`config.mk`:
```
export PLATFORM = sky130hd
export DESIGN_NAME = walk_register
export DESIGN_NICKNAME = d
export VERILOG_FILES = /design/src/rtl/walk_register.sv
export SDC_FILE = /design/constraint.sdc
export NUM_CORES = 1
export LEC_CHECK = 0
export BUFFER_PORTS_ARGS = -buffer_cell sky130_fd_sc_hd__buf_2
export CORE_MARGIN = 2
export CORE_UTILIZATION = 52
export CTS_CLUSTER_SIZE = 28
export DETAILED_ROUTE_END_ITERATION = 12
export MAX_ROUTING_LAYER = met4
export PLACE_DENSITY = 0.77
export SLEW_MARGIN = 0
export SYNTH_ARGS = -nofsm -noshare
export SYNTH_HDL_FRONTEND = slang
export SYNTH_SLANG_ARGS = --single-unit
```
`constraint.sdc`:
```
create_clock -name clk -period 2 [get_ports clk]
set_input_delay 0.3 -clock clk [delete_from_list [all_inputs] [get_ports clk]]
set_output_delay 0.3 -clock clk [all_outputs]
set_load 0.01 [all_outputs]
```
`src/rtl/walk_register.sv`:
```
// Pedestrian walk-request latch: sticky pending flag, set pulse, saturating request and age counters.
// Optional WALK_REGISTER_SYNC_EN puts a 2-flop synchronizer on walkRequest_in.
module walk_register #(
  parameter int unsigned CNT_W = 8,
  parameter int unsigned AGE_W = 12
) (
  input  logic             clk,
  input  logic             sys_reset,
  input  logic             walkRequest_in,
  input  logic             walkRegister_reset,
  output logic             walkRegister_status,
  output logic             walkRegister_set,
  output logic [CNT_W-1:0] walkRegister_count,
  output logic [AGE_W-1:0] walkRegister_age
);

  localparam logic [CNT_W-1:0] CNT_MAX = '1;
  localparam logic [AGE_W-1:0] AGE_MAX = '1;

  logic             req_eff_c;
  logic             status_q, status_d;
  logic             set_q, set_d;
  logic [CNT_W-1:0] count_q, count_d;
  logic [AGE_W-1:0] age_q, age_d;
  logic             rise_c;

`ifdef WALK_REGISTER_SYNC_EN
  logic sync1_q, sync2_q;

  // Two-stage synchronizer for the asynchronous push-button level
  always_ff @(posedge clk or negedge sys_reset) begin
    if (!sys_reset) begin
      sync1_q <= 1'b0;
      sync2_q <= 1'b0;
    end else begin
      sync1_q <= walkRequest_in;
      sync2_q <= sync1_q;
    end
  end

  assign req_eff_c = sync2_q;
`else
  assign req_eff_c = walkRequest_in;
`endif

  // Next-state: clear beats request, otherwise the flag is sticky
  always_comb begin
    status_d = status_q;
    set_d    = 1'b0;
    count_d  = count_q;
    age_d    = age_q;

    if (walkRegister_reset) begin
      status_d = 1'b0;
    end else if (req_eff_c) begin
      status_d = 1'b1;
    end

    rise_c = status_d & ~status_q;
    set_d  = rise_c;

    if (rise_c && (count_q != CNT_MAX)) begin
      count_d = count_q + CNT_W'(1);
    end

    // Age restarts on the set edge and is held at zero while idle
    if (!status_d || rise_c) begin
      age_d = '0;
    end else if (age_q != AGE_MAX) begin
      age_d = age_q + AGE_W'(1);
    end
  end

  always_ff @(posedge clk or negedge sys_reset) begin
    if (!sys_reset) begin
      status_q <= 1'b0;
      set_q    <= 1'b0;
      count_q  <= '0;
      age_q    <= '0;
    end else begin
      status_q <= status_d;
      set_q    <= set_d;
      count_q  <= count_d;
      age_q    <= age_d;
    end
  end

  assign walkRegister_status = status_q;
  assign walkRegister_set    = set_q;
  assign walkRegister_count  = count_q;
  assign walkRegister_age    = age_q;

endmodule

```
==> reports/results.tsv <==
stage	metric	value	unit
drt	drcViolationCount	0	
timing	tns	0	ns
timing	fmax	614	MHz
global_routing	grt_pass1_wl	3710	um
clocking	clockBufferDepth	2	
timing	tightest_slew	0.501	ns
power	p_int	0.000691	W
clocking	ctsResizeCount	0	
timing	finalHoldViolCount	0	
clocking	clkSlewWorstSetupHoldPaths	0.11	ns
final_layout	num-nets-final	141	
worst_setup_path	path_buf_inv	0	
worst_setup_path	ff2ff_path_depth	4	
final_layout	n_antenna_cell	0	
global_routing	grt_overflow_total	0	
worst_setup_path	crit_fanout	9	
drt	routed_wl	2330	um
clocking	cts_buffers	3	
drt	via_count	944	
yosys	synth.avg_cell_area	10.3	um2
yosys	synth-edff-count	0	
drt	post_drt_via_cell_ratio	5.86	
yosys	yosys-top-cells-area	dfrtp_1, nand3_1, xnor2_1	
worst_setup_path	cp.arrival	1.88	ns
yosys	ys_warn_count	0	
clocking	clkSinkCount	22	
worst_setup_path	startpoint_type	flip-flop	
yosys	synth_top_area_share	49.2	%
floorplan	dieArea	2540	um2
power	sequentialPowerShare	56.6	%
clocking	cts_max_level	1	
drt	first_pass_iters	4	
status	status	finished clean	
timing	rsz0062_at_grt	false	
timing	post-route-period-util	81.5	%
floorplan	ios	26	
worst_setup_path	cp-end-kind	flip-flop	
yosys	synth_nets	115	
yosys	ys_ff_latch	22	
power	power_leakage	0.628	nW
worst_setup_path	path_depth	4	
worst_hold_path	hold_depth	2	
floorplan	start_util	55.9	%
yosys	synth_area	1120	um2
worst_setup_path	path_cells	and4_1 -> and4_4 -> or4_1 -> nand2_1	
global_routing	antenna_found_initial	0	
worst_setup_path	critical_path.top_delay_family	simple AND/OR/NAND/NOR gates	
global_routing	track_usage	20.0	%
drt	wl_per_cell	14.5	um
worst_setup_path	cp_slowest_cell	dfrtp_1	
worst_setup_path	cpPeakStageDelay	0.47	ns
clocking	cts-root-buf	clkbuf_4	
floorplan	core_area	2000	um2
worst_setup_path	path_class	reg2reg	
worst_setup_path	crit_required	2.25	ns
power	clkPwrFrac	24.8	%
floorplan	die_h	50.4	um
power	ir_worst_vdd	683	uV
timing	hold_slack	0.182	ns
floorplan	die_w	50.4	um
placement	numPortBuffers	25	
placement	hpwl	1670	um
clocking	cts_tree	done	
power	power-per-cell-area	755	nW/um2
yosys	synthFlopType	dfrtp_1	
final_layout	drive_gt1_share	22.4	%
floorplan	row_count	16	
yosys	syn_inst	109	
worst_hold_path	min_path_type	in2reg	
clocking	clock_latency	0.31	ns
placement	gp_congestion	0.840	
global_routing	grt_pass1_vias	840	
yosys	yosysTopAreaCell	dfrtp_1	
power	swShare	29.4	%
yosys	synth-async-reset-ratio	100	%
timing	finClkSkew	0.00698	ns
yosys	ys_seq_area_share	49.2	%
timing	slew_viol_final	0	
timing	slew_headroom	66.6	%
yosys	synth.distinct_cells	32	
global_routing	grt_max_degree	23	
drt	ant_nets	0	
final_layout	syn2layout_area_growth	15.8	%
run	drv_cap	0	
timing	layout_min_cycle_time	1.63	ns
drt	drtIter0Drc	16	
power	switchingPower	0.000288	W
timing	setup_viol	0	
power	comb_power_share	18.6	%
-- metal layers --
layer  track usage (%)  part of all wire (%)
met2              31.8                    49
met3              2.98                   4.6
met4              11.7                   2.7
met5                 -                     0
met1              24.2                    44
-- cells by family after synthesis --
logic type	after synthesis	synth area share, %
fa+ha+maj	2	2.23
simple gates	48	25.1
compound gates	20	10.8
flops	22	49.2
xor+xnor	7	5.47
buf+inv	5	2.57
mux	5	4.58
-- power by group through the flow --
stage / Clock (W) / Combinational [W] / Sequential, W
6_report: 0.000243 / 0.000182 / 0.000554
5_1_grt: 0.000267 / 0.000203 / 0.000562
4_1_cts: 0.000256 / 0.000187 / 0.000554
3_5_place_dp: 0 / 0.000185 / 0.000563
3_3_place_gp: 0 / 0.000177 / 0.000557
2_1_floorplan: 0 / 0.0000747 / 0.000580
-- registers in the layout, summed over array words and instances, names as in the netlist --
name                 cells
walkRegister_status      1
walkRegister_age        12
walkRegister_set         1
walkRegister_count       8
-- cell usage in the layout, fill, tap and decap left out, types with 3 or more instances in the layout --
cell and n:
clkbuf_4 3, a211oi_1 3, nand2_1 4, and4_1 3
a21oi_1 4, mux2i_1 4, o21ai_0 5, dfrtp_1 22
nand4_1 5, buf_2 25, xnor2_1 5, and3_1 4
a31oi_1 6, nand3_1 9, nor2_1 9
-- what timing repair did --
| item | 4_1_cts | 5_1_grt |
|---|---|---|
| setup endpoints to repair | 0 | 0 |
| buffers inserted | 0 | 0 |
| hold buffers | 1 | 0 |
| hold endpoints to repair | 22 | 0 |
-- area by class of cell --
cell class                 instances  area, um2
fill                             173        706
tap                               27       33.8
clock buffer                       4       36.3
sequential                        22        551
multi-input combinational         82        541
timing repair buffer              26        135
-- worst reg2reg max path, cell delays in order, from the launching register on --
cell and delay [ns]:
dfrtp_1 0.47, and4_1 0.34, and4_4 0.23, or4_1 0.46, nand2_1 0.08
-- worst paths after layout --
kind | startpoint | endpoint | slack [ns]
worst max-delay path | walkRegister_age[3] | walkRegister_age[5] | 0.37
worst min-delay path | walkRegister_reset | walkRegister_status | 0.18
worst max register to register | walkRegister_age[3] | walkRegister_age[5] | 0.37
worst min register to register | walkRegister_count[5] | walkRegister_count[5] | 0.51
max in group asynchronous | sys_reset | walkRegister_count[6] | 1.18
min in group asynchronous | sys_reset | walkRegister_age[11] | 0.48
-- synthesized netlist by cell type (3+ instances only) --
master and instances:
a211oi_1 3, nand4_1 5, mux2i_1 4, dfrtp_1 22, and3_1 4, nand2_1 4
and4_1 3, a21oi_1 4, nand3_1 9, o21ai_0 5, nor2_1 9, xnor2_1 5
a31oi_1 6
-- through the flow --
stage          worst slack, ns  total power [W]  instances  util [%]  instance area (um2)
3_5_place_dp             0.416         0.000748        156      62.4                 1250
6_report                 0.371         0.000979        161      64.8                 1300
2_1_floorplan            0.439         0.000655        109         -                 1120
5_1_grt                  0.343          0.00103        161      64.8                 1300
3_3_place_gp             0.466         0.000734        156      62.4                 1250
4_1_cts                  0.386         0.000997        161      64.8                 1300
No activity file was read; power rests on OpenSTA's default activity.
